File: src/rtl/hazard_fwd_ctrl.sv
// Hazard and forwarding controller for the 5-stage pipeline: per-operand forwarding
// selects for the EX ALU and ID branch comparator, plus a programmable stall down-counter.
module hazard_fwd_ctrl #(
   parameter int REG_AW        = 5,
   parameter int NUM_SRC       = 2,
   parameter int LOAD_STALL    = 1,
   parameter int BR_ALU_STALL  = 1,
   parameter int BR_LOAD_STALL = 2,
   parameter int CNT_W         = 16
) (
   input  logic                        clk,
   input  logic                        rst_n,
   input  logic [NUM_SRC*REG_AW-1:0]   id_src,
   input  logic [NUM_SRC-1:0]          id_src_used,
   input  logic                        id_branch,
   input  logic [NUM_SRC*REG_AW-1:0]   ex_src,
   input  logic                        ex_regwrite,
   input  logic                        ex_memread,
   input  logic [REG_AW-1:0]           ex_wreg,
   input  logic                        mem_regwrite,
   input  logic [REG_AW-1:0]           mem_wreg,
   input  logic                        wb_regwrite,
   input  logic [REG_AW-1:0]           wb_wreg,
   input  logic                        perf_clr,
   output logic [2*NUM_SRC-1:0]        ex_fwd_sel,
   output logic [2*NUM_SRC-1:0]        id_fwd_sel,
   output logic                        stall,
   output logic                        bubble,
   output logic [2:0]                  stall_cnt,
   output logic [CNT_W-1:0]            stall_cycles
);

   localparam logic [2:0] N_LOAD    = 3'(LOAD_STALL);
   localparam logic [2:0] N_BR_ALU  = 3'(BR_ALU_STALL);
   localparam logic [2:0] N_BR_LOAD = 3'(BR_LOAD_STALL);
   localparam logic [CNT_W-1:0] PERF_ONE = CNT_W'(1);

   logic       match;
   logic [2:0] need_n;
   logic       cnt_idle;
   logic       detect_stall;

   // EX/MEM has priority over MEM/WB; register 0 is never forwarded.
   function automatic logic [1:0] fwd_pick(
      input logic [REG_AW-1:0] src,
      input logic              m_we,
      input logic [REG_AW-1:0] m_reg,
      input logic              w_we,
      input logic [REG_AW-1:0] w_reg
   );
      logic [1:0] sel;
      sel = 2'b00;
      if (m_we && (m_reg != '0) && (m_reg == src))
         sel = 2'b10;
      else if (w_we && (w_reg != '0) && (w_reg == src))
         sel = 2'b01;
      return sel;
   endfunction

   always_comb begin
      ex_fwd_sel = '0;
      id_fwd_sel = '0;
      match      = 1'b0;
      for (int k = 0; k < NUM_SRC; k++) begin
         ex_fwd_sel[2*k +: 2] = fwd_pick(ex_src[k*REG_AW +: REG_AW],
                                         mem_regwrite, mem_wreg, wb_regwrite, wb_wreg);
         id_fwd_sel[2*k +: 2] = fwd_pick(id_src[k*REG_AW +: REG_AW],
                                         mem_regwrite, mem_wreg, wb_regwrite, wb_wreg);
         if (id_src_used[k] && (ex_wreg != '0) && (ex_wreg == id_src[k*REG_AW +: REG_AW]))
            match = 1'b1;
      end
   end

   always_comb begin
      need_n = 3'd0;
      if (ex_regwrite && match) begin
         if (ex_memread && id_branch)
            need_n = N_BR_LOAD;
         else if (ex_memread)
            need_n = N_LOAD;
         else if (id_branch)
            need_n = N_BR_ALU;
      end
   end

   // Detection is ignored while counting: ID holds the same instruction.
   assign cnt_idle     = (stall_cnt == 3'd0);
   assign detect_stall = cnt_idle && (need_n != 3'd0);
   assign stall        = detect_stall || !cnt_idle;
   assign bubble       = stall;

   always_ff @(posedge clk or negedge rst_n) begin
      if (!rst_n)
         stall_cnt <= 3'd0;
      else if (!cnt_idle)
         stall_cnt <= stall_cnt - 3'd1;
      else if (detect_stall)
         stall_cnt <= need_n - 3'd1;
   end

   always_ff @(posedge clk or negedge rst_n) begin
      if (!rst_n)
         stall_cycles <= '0;
      else if (perf_clr)
         stall_cycles <= '0;
      else if (stall && (stall_cycles != '1))
         stall_cycles <= stall_cycles + PERF_ONE;
   end

endmodule

File: config.mk
export PLATFORM = sky130hd
export DESIGN_NAME = hazard_fwd_ctrl
export DESIGN_NICKNAME = d
export VERILOG_FILES = /design/src/rtl/hazard_fwd_ctrl.sv
export SDC_FILE = /design/constraint.sdc
export NUM_CORES = 1
export LEC_CHECK = 0
export ABC_AREA = 1
export CAP_MARGIN = 20
export CORE_MARGIN = 2
export CORE_UTILIZATION = 45
export DETAILED_ROUTE_END_ITERATION = 16
export DONT_BUFFER_PORTS = 1
export MAX_ROUTING_LAYER = met4
export PLACE_DENSITY_LB_ADDON = 0.3
export SLEW_MARGIN = 25
export SYNTH_ARGS = -nofsm -noshare
export SYNTH_HDL_FRONTEND = slang
export SYNTH_SLANG_ARGS = --single-unit
File: constraint.sdc
create_clock -name clk -period 2.51 [get_ports clk]
set_input_delay 0.3765 -clock clk [delete_from_list [all_inputs] [get_ports clk]]
set_output_delay 0.3765 -clock clk [all_outputs]
set_load 0.01 [all_outputs]
======== Word-level counts from Yosys, hierarchy flattened ========
Index checks and enable logic that the tools add are counted.
word-level totals
  bits in registers ....................... 19
  input port bits ......................... 45
  output and inout port bits .............. 29
  word-level logic and storage cells ...... 61
operators by class
  add/subtract/negate cells ............... 3
  equality and inequality tests ........... 12
  muxes and demuxes ....................... 18
  reduce and logical (&&, ||, !) cells .... 26
operators by type and width
  kind                                                                     count
  5-bit equality test                                                      10
  16-bit two-way mux                                                       2
  1-bit logical AND                                                        18
  16-bit by 1-bit adder with 16-bit output, second input constant          1
  16-bit inequality test, second input constant                            1
  5-bit nonzero test                                                       3
  2-bit two-way mux                                                        6
  1-bit two-way mux                                                        8
  3-bit two-way mux                                                        2
  3-bit by 1-bit subtractor with 3-bit output, second input constant       2
  3-bit logical NOT                                                        1
  3-bit nonzero test                                                       1
  2-bit by 1-bit inequality test with 1-bit output, second input constant  1
  2-bit nonzero test                                                       1
  1-bit logical NOT                                                        1
  1-bit logical OR                                                         1

======== Longest topological paths before layout ========
  depth in word-level cells ............... 13
  mapped depth ............................ 12
  gate-level depth less buffers ........... 12

======== Least setup slack after synthesis ========
No wires, ideal clock.
  path type ............................... input to output
  from .................................... input port mem_wreg[4]
  to ...................................... output port id_fwd_sel[0]
  arrival ................................. 1.484 ns
  data required time ...................... 2.134 ns
  setup slack ............................. 0.650 ns
  cell stages on the path ................. 5
  path buffers ............................ 1
  cell sequence ........................... buf_1 > xnor2_1 > nand3_1 > nor4_1 > nor2_1
on the way
  word-level cells in the longest chain between the ends .. 4
  elaborated cells on any way between the ends .. 5
  classes of those cells .................. 1 x eq/ne; 1 x mux; 3 x reduce/logical
ends and longest elaborated chain
  element              RTL line  RTL
  from (decl)          21        input logic [REG_AW-1:0] mem_wreg,
  5-bit nonzero test   53        if (m_we && (m_reg != '0) && (m_reg == src))
  1-bit logical AND    53
  1-bit logical AND *  53
  2-bit two-way mux *  53
  to (decl)            26        output logic [2*NUM_SRC-1:0] id_fwd_sel,
Mark *: on every way between the ends. The rest lies on a longest branch, timed or not.

======== Final worst setup path ========
  from .................................... register stall_cycles[0]
  to ...................................... register stall_cycles[15]
on the way
  word-level cells in the longest chain between the ends .. 3
  elaborated cells on any way between the ends .. 6
  classes of those cells .................. 1 x add/sub; 1 x eq/ne; 2 x mux; 2 x reduce/logical
ends and longest elaborated chain
  element                                                                             RTL line  RTL
  from (decl)                                                                         30        output logic [CNT_W-1:0] stall_cycles
  from (signal assigned)                                                              107       stall_cycles <= stall_cycles + PERF_ONE;
  16-bit by 1-bit adder with 16-bit output or 16-bit inequality test (tied branches)  107, 106
  16-bit two-way mux or 1-bit logical AND (tied branches)                             106       else if (stall && (stall_cycles != '1))
  16-bit two-way mux or 2-bit nonzero test (tied branches)                            -
Parallel ways exist; a longest one is shown, timed or not. The select of a mux whose other input is x is not followed.
A chain may end at the register's enable or synchronous reset.

==> flow_summary.yaml <==
worst_hold_path:
  hp-class: "in2reg"
  holdCritStartpoint: "ex_memread"
timing:
  min_period_ps: 2020
  fin_skew_ps: 3.23
  hold_ws_ps: 480
  hold_viol_final: 0
  max_freq_ghz: 0.496
  finalSetupTns_ps: 0
  maxSlewViolCount: 0
  grt_setup_unrepaired: "false"
  max_slew_margin: 0.405
  fin_ws_ps: 494
  tightestPinTransition_ps: 891
  setup_violations: 0
  layout_worst_path_cycle_share: 0.803
die:
  die-area_um2: 5010
  rows: 24
  die_x_um: 70.8
  core_um2: 4320
  ios: 74
  die_height_um: 70.8
  start_util: 0.464
finish:
  antenna_cells: 0
  final_cell_mix: "57 x nand2_1, 32 x inv_1, 32 x xor2_1"
  final_core_util: 0.474
  final_nets: 324
  final_common_cell: "nand2_1"
  area.growth.synth_to_final_pct: 2.12
  fillers: 438
  drive_above_1_share: 0.0618
logic_synthesis:
  syn-num-nets: 335
  synth-seq-cells: 19
  syn_area_um2: 2010
  netlist_instances: 287
  yosysUniqueCellTypes: 30
  synth_area_per_cell_um2: 7.00
  synth_seq_area_share: 0.237
  yosys_warnings: 0
place:
  hpwlAfterDp_mm: 3.53
  dpl_worst_slack_ps: 489
  port_buffers: 0
  gp_congestion: 0.896
setup_path:
  critical_path_class: "reg2reg"
  critPathLaunchType: "flip-flop"
  crit_fanout: 17
  crit_required_ps: 2710
  end_kind: "flip-flop"
  worstSetupStartpoint: "stall_cycles[0]"
  crit-reg2reg-launch: "stall_cycles[0]"
  critical_path_arrival_ps: 2210
route:
  drc_errors: 0
  vias: 1741
  totalWireLength_mm: 4.55
  wire_per_inst_um: 13.9
  firstDrtPassIters: 4
  initialDrtViolationCount: 67
  viasPerCell: 5.32
  antenna_left: 0
clock_network:
  cts_buffers: 3
  cts_tree: "yes"
  htreeDepth: 1
  clk_pin_slew_ps: 70
  clock_path_buffers: 2
  clkLatencyLatePin_ps: 260
  clock_sinks: 19
  cts_resized: 0
  cts-root-buf: "clkbuf_8"
grt:
  first_global_vias: 1785
  grt_pass1_wl_mm: 7.91
  track_usage: 0.197
  grt_busiest_layer: "met2"
  use_met3: 0.0328
  use_met2: 0.342
  grt_use_met1: 0.237
  overflow: 0
  antenna_found_initial: 0
  grt_max_degree: 33
run_status:
  status: "finished clean"
power:
  p_leak_uw: 0.00103
  power.density_nw_per_um2: 489
  max-vdd-ir-drop_mv: 0.381
job:
  cap_violations: 0
synth_stat cells (all sizes together):
library cell / number / share of area
nor4: 6 / 0.019
nand2: 59 / 0.12
nand3b: 1 / 0.0037
inv: 36 / 0.067
dfrtp: 19 / 0.24
nor2: 27 / 0.058
clkbuf: 8 / 0.015
buf: 9 / 0.024
xnor2: 22 / 0.096
a41o: 1 / 0.0050
o21ai: 2 / 0.0050
ha: 3 / 0.019
xor2: 32 / 0.14
nor3: 5 / 0.012
o211ai: 1 / 0.0037
o41ai: 2 / 0.012
nand3: 30 / 0.083
or2: 2 / 0.0062
nand4: 22 / 0.076
worst paths after layout:
kind	endpoint	slack (ps)	depth (start not counted)
worst max-delay path	stall_cycles[15]	490	9
worst min-delay path	stall_cnt[0]	480	4
worst max register to register	stall_cycles[15]	490	9
worst min register to register	stall_cycles[1]	630	2
max in group asynchronous	stall_cycles[8]	1320	1
min in group asynchronous	stall_cnt[0]	670	1
through the flow:
stage	total power, µW	area, µm²	instances
2_1_floorplan	770	2010	287
3_3_place_gp	783	1990	322
3_5_place_dp	789	1990	322
4_1_cts	1020	2050	327
5_1_grt	1090	2050	327
6_report	1000	2050	327
per-layer routing:
layer / vias to the layer above / share of wire
met5: - / 0
met4: 0 / 0.013
met3: 5 / 0.085
met2: 65 / 0.48
met1: 772 / 0.42
li1: 899 / -
what timing repair did:
action                                 4_1_cts  5_1_grt
hold buffers                                 1        0
endpoints found under the hold margin       19        0
setup buffers                                0        0
logic make-up (layout without fill, tap and decap cells):
logic type | after synthesis | after routing | share of synthesized area
AOI/OAI and AO/OA | 6 | 6 | 0.0262
xor gates and xnor gates | 54 | 54 | 0.236
adders and majority gates | 3 | 3 | 0.0187
buffers and inverters | 53 | 41 | 0.107
DFF | 19 | 19 | 0.237
and+or+nand+nor | 152 | 152 | 0.376
worst max-delay path, stage by stage, from the launching register on:
cell and delay (ps):
dfrtp_1 440, ha_1 230, nand3_2 120, nor2_4 180
nand3_4 110, nor2_4 130, nand4_4 250, nand2_4 280
nand3_1 90, nand2_1 100
state kept, by name, indices dropped and copies added, names as in the netlist:
name and flops:
stall_cycles 16, stall_cnt 3
area by class of cell:
cell class	count	area [µm²]	share of cell area
flip-flops and latches	19	475	0.232
multi-input cells	215	1320	0.643
repair buffers	1	10.0	0.00488
clock buffers	3	41.3	0.0201
well taps	52	65.1	0.0317
clock inverters	1	5.00	0.00244
inverters	36	135	0.0659
power breakdown:
part | internal [µW] | total (µW) | leakage, µW | switching, µW
clock network | 111 | 214 | 0.0000255 | 104
registers | 351 | 419 | 0.000258 | 67.5
logic | 136 | 369 | 0.000749 | 233
(Power assumes the default switching activity.)
==> patch 1 (config.mk and constraints unchanged) <==
The parameter `CNT_W` goes from 16 to 18.
--- a/src/rtl/hazard_fwd_ctrl.sv
+++ b/src/rtl/hazard_fwd_ctrl.sv
@@ -6,7 +6,7 @@
    parameter int LOAD_STALL    = 1,
    parameter int BR_ALU_STALL  = 1,
    parameter int BR_LOAD_STALL = 2,
-   parameter int CNT_W         = 16
+   parameter int CNT_W         = 18
 ) (
    input  logic                        clk,
    input  logic                        rst_n,
Ports: changed (resized stall_cycles); port bits go from 74 to 76. The function was not compared with the original's and may differ.
==> patch 1 against the original RTL <==
  * Synthesized area increased by 5.7%
  * Highest routed layer unchanged
  * Total power is 8.8% higher
  * Sequential cell count rose by 2
  * Wire length grew 16%
  * Cell area increased by 5.8%
  * Setup slack got worse by 110 ps
  * Count of clock-buffer cells in the layout stayed put
==> patch 1: results (changes against the original RTL) <==
status finished clean (unchanged); synth cell count leaders nand2_1 (71), inv_1 (37), nand3_1 (32) (was nand2_1 (57), inv_1 (32), xor2_1 (32)); largest cells by area after synthesis dfrtp_1 (25%), nand2_1 (13%), xor2_1 (12%) (was dfrtp_1 (24%), xor2_1 (14%), nand2_1 (11%)); pin count of the biggest net entering global routing 34 (was 33); dpl ws 401 ps (was 489 ps); cts hold-fix bufs 1 (unchanged); share of post-route cells with drive strength above 1 5.59% (was 6.18%); leakage 1.11 nW (was 1.03 nW); n_diodes 0 (unchanged); DR iter-0 viols 150 (was 67); H-tree Lvls 1 (unchanged); GP Congestion 0.881 (was 0.896); 1st-pass router iterations 4 (unchanged); root buffer cell clkbuf_8 (unchanged); Fmax 471 MHz (was 496 MHz); CTS tree built (unchanged); CP max FO 19 (was 17); sequential share of the synthesized area 24.8% (was 23.7%); smallest hold slack 58.1 ps (was 480 ps); Reg2Reg Depth 9 (unchanged); Syn. warnings 0 (unchanged); worst r2r dst stall_cycles[0]$_DFFE_PN0P_ (was stall_cycles[15]$_DFFE_PN0P_); RR Startpoint stall_cycles[0]$_DFFE_PN0P_ (unchanged); Hold Crit Class in -> async (was in -> reg); vias per cell 5.46 (was 5.32); clk_skew 2.96 ps (was 3.23 ps); via count of the first global-routing pass 1893 (was 1785); Clk pin slew, worst setup/hold paths 80 ps; post-CTS sizing 0 (unchanged); Yosys cell types 28 (was 30); CP Class reg -> reg (unchanged); slowest CP cell dfrtp_1 (unchanged); Post-DP HPWL 4020 um (was 3530 um); Avg WL per Cell 14.8 um (was 13.9 um); Final nets 353 (was 324); Post-CTS Setup Inserts 0 (unchanged); Async SR Flop Fraction 100% (unchanged); cts bufs inserted 3 (unchanged); initial antenna violation count 0 (unchanged); register-to-register setup slack 390 ps (was 490 ps); critical path arrival 2320 ps (was 2210 ps); clock buffer depth 2 (unchanged); GRT Total Usage 21.8% (was 19.7%); dominant synthesized flop cell dfrtp_1 (unchanged); Crit path largest cell delay 490 ps (was 440 ps); first-pass GRT wire length 9100 um (was 7910 um); Fillers 463 (was 438); delay-heaviest family, CP simple AND/OR/NAND/NOR gates (unchanged); Synthesized Nets 363 (was 335); Top Registers stall_cycles: 18 flops, stall_cnt: 3 flops (was stall_cycles: 16 flops, stall_cnt: 3 flops); I/O Buffers 0 (unchanged); VDD IR max 488 uV (was 381 uV); worst skew pair latency 260 ps (about the same); Max-slew headroom 36.4% (was 40.5%)
[patch 1: changes by cell type after synthesis, moves of 3 or more]
cell     change
nand4_1      +3
nor2_1       +6
nand2_1     +14
inv_2        -3
inv_1        +5
nand3_1      +4
[patch 1: worst min path at each step]
stage               cells after the start      from                      endpoint
global route                            1     rst_n   stall_cycles[1]$_DFFE_PN0P_
finish                                  1     rst_n   stall_cycles[7]$_DFFE_PN0P_
global placement                        0     rst_n  stall_cycles[10]$_DFFE_PN0P_
CTS                                     3  perf_clr  stall_cycles[12]$_DFFE_PN0P_
floorplan                               0     rst_n      stall_cnt[0]$_DFFE_PN0P_
detailed placement                      0     rst_n  stall_cycles[11]$_DFFE_PN0P_
[patch 1: routing by layer]
metal | wire length [um] | GRT usage, %
met1 | 2400 | 28.8
met2 | 2480 | 35.6
met3 | 378 | 4.97
met4 | 9 | 2.47
met5 | 0 | -
[patch 1: metrics by stage]
stage	cells	instance area [um2]
CTS	356	2170
global placement	351	2120
floorplan	315	2120
global route	356	2170
finish	356	2170
detailed placement	351	2120
[patch 1: area by class of cell]
class / count / share of cell area [%]
clock buffer: 3 / 1.90
multi-input combinational: 238 / 63.1
inverter: 38 / 6.57
sequential: 21 / 24.2
clock inverter: 1 / 0.231
tap: 52 / 3.00
timing repair buffer: 3 / 0.923
[patch 1: logic make-up after synthesis]
| family | Yosys count | synth area share [%] |
|---|---|---|
| and+or+nand+nor | 177 | 38.9 |
| adders and majority gates | 3 | 1.77 |
| buffers and inverters | 56 | 10.7 |
| AOI/OAI and AO/OA | 6 | 2.48 |
| xor gates and xnor gates | 52 | 21.5 |
| DFF | 21 | 24.8 |
[patch 1: where the power goes]
part,internal [W],switching [W]
Clock,0.000111,0.000117
Sequential,0.000383,0.0000797
Combinational,0.000151,0.000248
==> patch 2 (config.mk and constraints unchanged) <==
Without the edit above. Register the output `stall_cnt` once more; this adds one clock of latency there. The other outputs are not delayed to match.
--- a/src/rtl/hazard_fwd_ctrl.sv
+++ b/src/rtl/hazard_fwd_ctrl.sv
@@ -34,6 +34,8 @@
    localparam logic [2:0] N_BR_ALU  = 3'(BR_ALU_STALL);
    localparam logic [2:0] N_BR_LOAD = 3'(BR_LOAD_STALL);
    localparam logic [CNT_W-1:0] PERF_ONE = CNT_W'(1);
+
+   logic [2:0] stall_cnt_s0;
 
    logic       match;
    logic [2:0] need_n;
@@ -84,18 +86,18 @@
    end
 
    // Detection is ignored while counting: ID holds the same instruction.
-   assign cnt_idle     = (stall_cnt == 3'd0);
+   assign cnt_idle     = (stall_cnt_s0 == 3'd0);
    assign detect_stall = cnt_idle && (need_n != 3'd0);
    assign stall        = detect_stall || !cnt_idle;
    assign bubble       = stall;
 
    always_ff @(posedge clk or negedge rst_n) begin
       if (!rst_n)
-         stall_cnt <= 3'd0;
+         stall_cnt_s0 <= 3'd0;
       else if (!cnt_idle)
-         stall_cnt <= stall_cnt - 3'd1;
+         stall_cnt_s0 <= stall_cnt_s0 - 3'd1;
       else if (detect_stall)
-         stall_cnt <= need_n - 3'd1;
+         stall_cnt_s0 <= need_n - 3'd1;
    end
 
    always_ff @(posedge clk or negedge rst_n) begin
@@ -107,5 +109,9 @@
          stall_cycles <= stall_cycles + PERF_ONE;
    end
 
+   always_ff @(posedge clk) begin
+      stall_cnt <= stall_cnt_s0;
+   end
+
 endmodule
 
Function: changed (Yosys sat finds a counterexample within 4 cycles, from zero or initial values and one cycle with rst_n low).
==> patch 2 against the original RTL <==
  * Cell area is 3.7% higher
  * Clock power is 53% higher
  * Setup slack worse by 64 ps
  * Total power is 19% higher
  * Synthesized area is 2.6% higher
  * Largest power group unchanged
  * Sequential cell count is 3 higher
  * Wire length is 6.5% higher
  * Critical path type unchanged
  * Count of clock-buffer cells in the layout stayed put
==> patch 2: results (changes against the original RTL) <==
status finished clean (unchanged); Fillers 449 (was 438); Synth Instances 295 (was 287); clk_skew 3.70 ps (was 3.23 ps); Max-slew headroom 42.7% (was 40.5%); delay-heaviest family, CP simple AND/OR/NAND/NOR gates (unchanged); sw frac 35.6% (was 40.3%); Synthesized Nets 343 (was 335); Post-DP HPWL 3690 um (was 3530 um); Final nets 332 (was 324); vias per cell 5.47 (was 5.32); cts bufs inserted 3 (unchanged); leakage 1.09 nW (was 1.03 nW); sequential share of the synthesized area 26.0% (was 23.7%); GRT Total Usage 20.3% (was 19.7%); DR iter-0 viols 88 (was 67); Avg WL per Cell 14.5 um (was 13.9 um); Yosys cell types 32 (was 30); worst r2r dst stall_cycles[12]$_DFFE_PN0P_ (was stall_cycles[15]$_DFFE_PN0P_); synth cell count leaders nand2_1 (60), inv_1 (30), nand3_1 (29), xor2_1 (29), nor2_1 (27) (was nand2_1 (57), inv_1 (32), xor2_1 (32)); GP Congestion 0.916 (was 0.896); Async SR Flop Fraction 86.4% (was 100%); critical path arrival 2280 ps (was 2210 ps); register-to-register setup slack 430 ps (was 490 ps); via count of the first global-routing pass 1817 (was 1785); VDD IR max 554 uV (was 381 uV); first-pass GRT wire length 8200 um (was 7910 um); largest cells by area after synthesis dfrtp_1 (23%), xor2_1 (12%), nand2_1 (11%) (was dfrtp_1 (24%), xor2_1 (14%), nand2_1 (11%)); pin count of the biggest net entering global routing 31 (was 33); share of post-route cells with drive strength above 1 7.07% (was 6.18%)
[patch 2: what timing repair did]
action                    CTS  global route
hold endpoints to repair   19             0
gates resized for setup     0             0
hold buffers                1             0
[patch 2: cell type report]
type	instances	area [um2]	share of cell area, %
Timing Repair Buffer	1	10.0	0.471
Clock buffer	3	41.3	1.94
Clock inverter	1	30.0	1.41
Tap cell	52	65.1	3.06
Multi-Input combinational cell	219	1310	61.4
Inverter	37	139	6.53
Sequential cell	22	536	25.2
[patch 2: worst min-delay path by stage]
stage / from / depth (start not counted) / slack, ps / end
2_1_floorplan: rst_n / 0 / 80 / stall_cnt_s0[0]$_DFFE_PN0P_
3_3_place_gp: rst_n / 0 / 80 / stall_cycles[10]$_DFFE_PN0P_
3_5_place_dp: rst_n / 0 / 80 / stall_cycles[10]$_DFFE_PN0P_
4_1_cts: perf_clr / 3 / 270 / stall_cycles[10]$_DFFE_PN0P_
5_1_grt: perf_clr / 3 / 300 / stall_cycles[10]$_DFFE_PN0P_
6_report: perf_clr / 3 / 280 / stall_cycles[10]$_DFFE_PN0P_
[patch 2: kinds of logic (layout without fill, tap and decap cells)]
logic type                 after synthesis  in the layout  synth area share [%]
DFF                                     22             22                  26.0
and+or+nand+nor                        158            158                  36.9
adders and majority gates                3              3                  1.82
buffers and inverters                   54             42                  10.6
AOI/OAI and AO/OA                        6              6                  2.61
xor gates and xnor gates                52             52                  22.1
[patch 2: metrics by stage]
stage                     util [%]  hold WS [ps]  cell area, um2  setup WS (ps)
after global placement        46.7          81.3            2050            576
after global routing          48.5           295            2130            245
after CTS                     48.5           272            2130            421
after detailed placement      46.7          81.3            2050            441
after floorplan                  -          80.9            2060            650
final                         48.5           276            2130            430
[patch 2: power by group through the flow]
| stage | clock network [W] | registers, W | logic [W] |
|---|---|---|---|
| after global routing | 0.000349 | 0.000515 | 0.000427 |
| after floorplan | 0 | 0.000493 | 0.000346 |
| final | 0.000328 | 0.000502 | 0.000365 |
| after global placement | 0 | 0.000511 | 0.000353 |
| after CTS | 0.000337 | 0.000504 | 0.000370 |
| after detailed placement | 0 | 0.000511 | 0.000359 |
[patch 2: per-layer routing]
layer | vias to the layer above | global-route usage (%) | share of wire (%)
met5 | - | - | 0
met4 | 0 | 3.77 | 1.1
met3 | 6 | 4.92 | 7.8
met2 | 57 | 33.7 | 45
met1 | 848 | 25.4 | 46
li1 | 920 | - | -
[patch 2: worst min-delay path: cells and delay by family]
| family | cells | cell delay, ps |
|---|---|---|
| AND/OR/NAND/NOR | 3 | 130 |
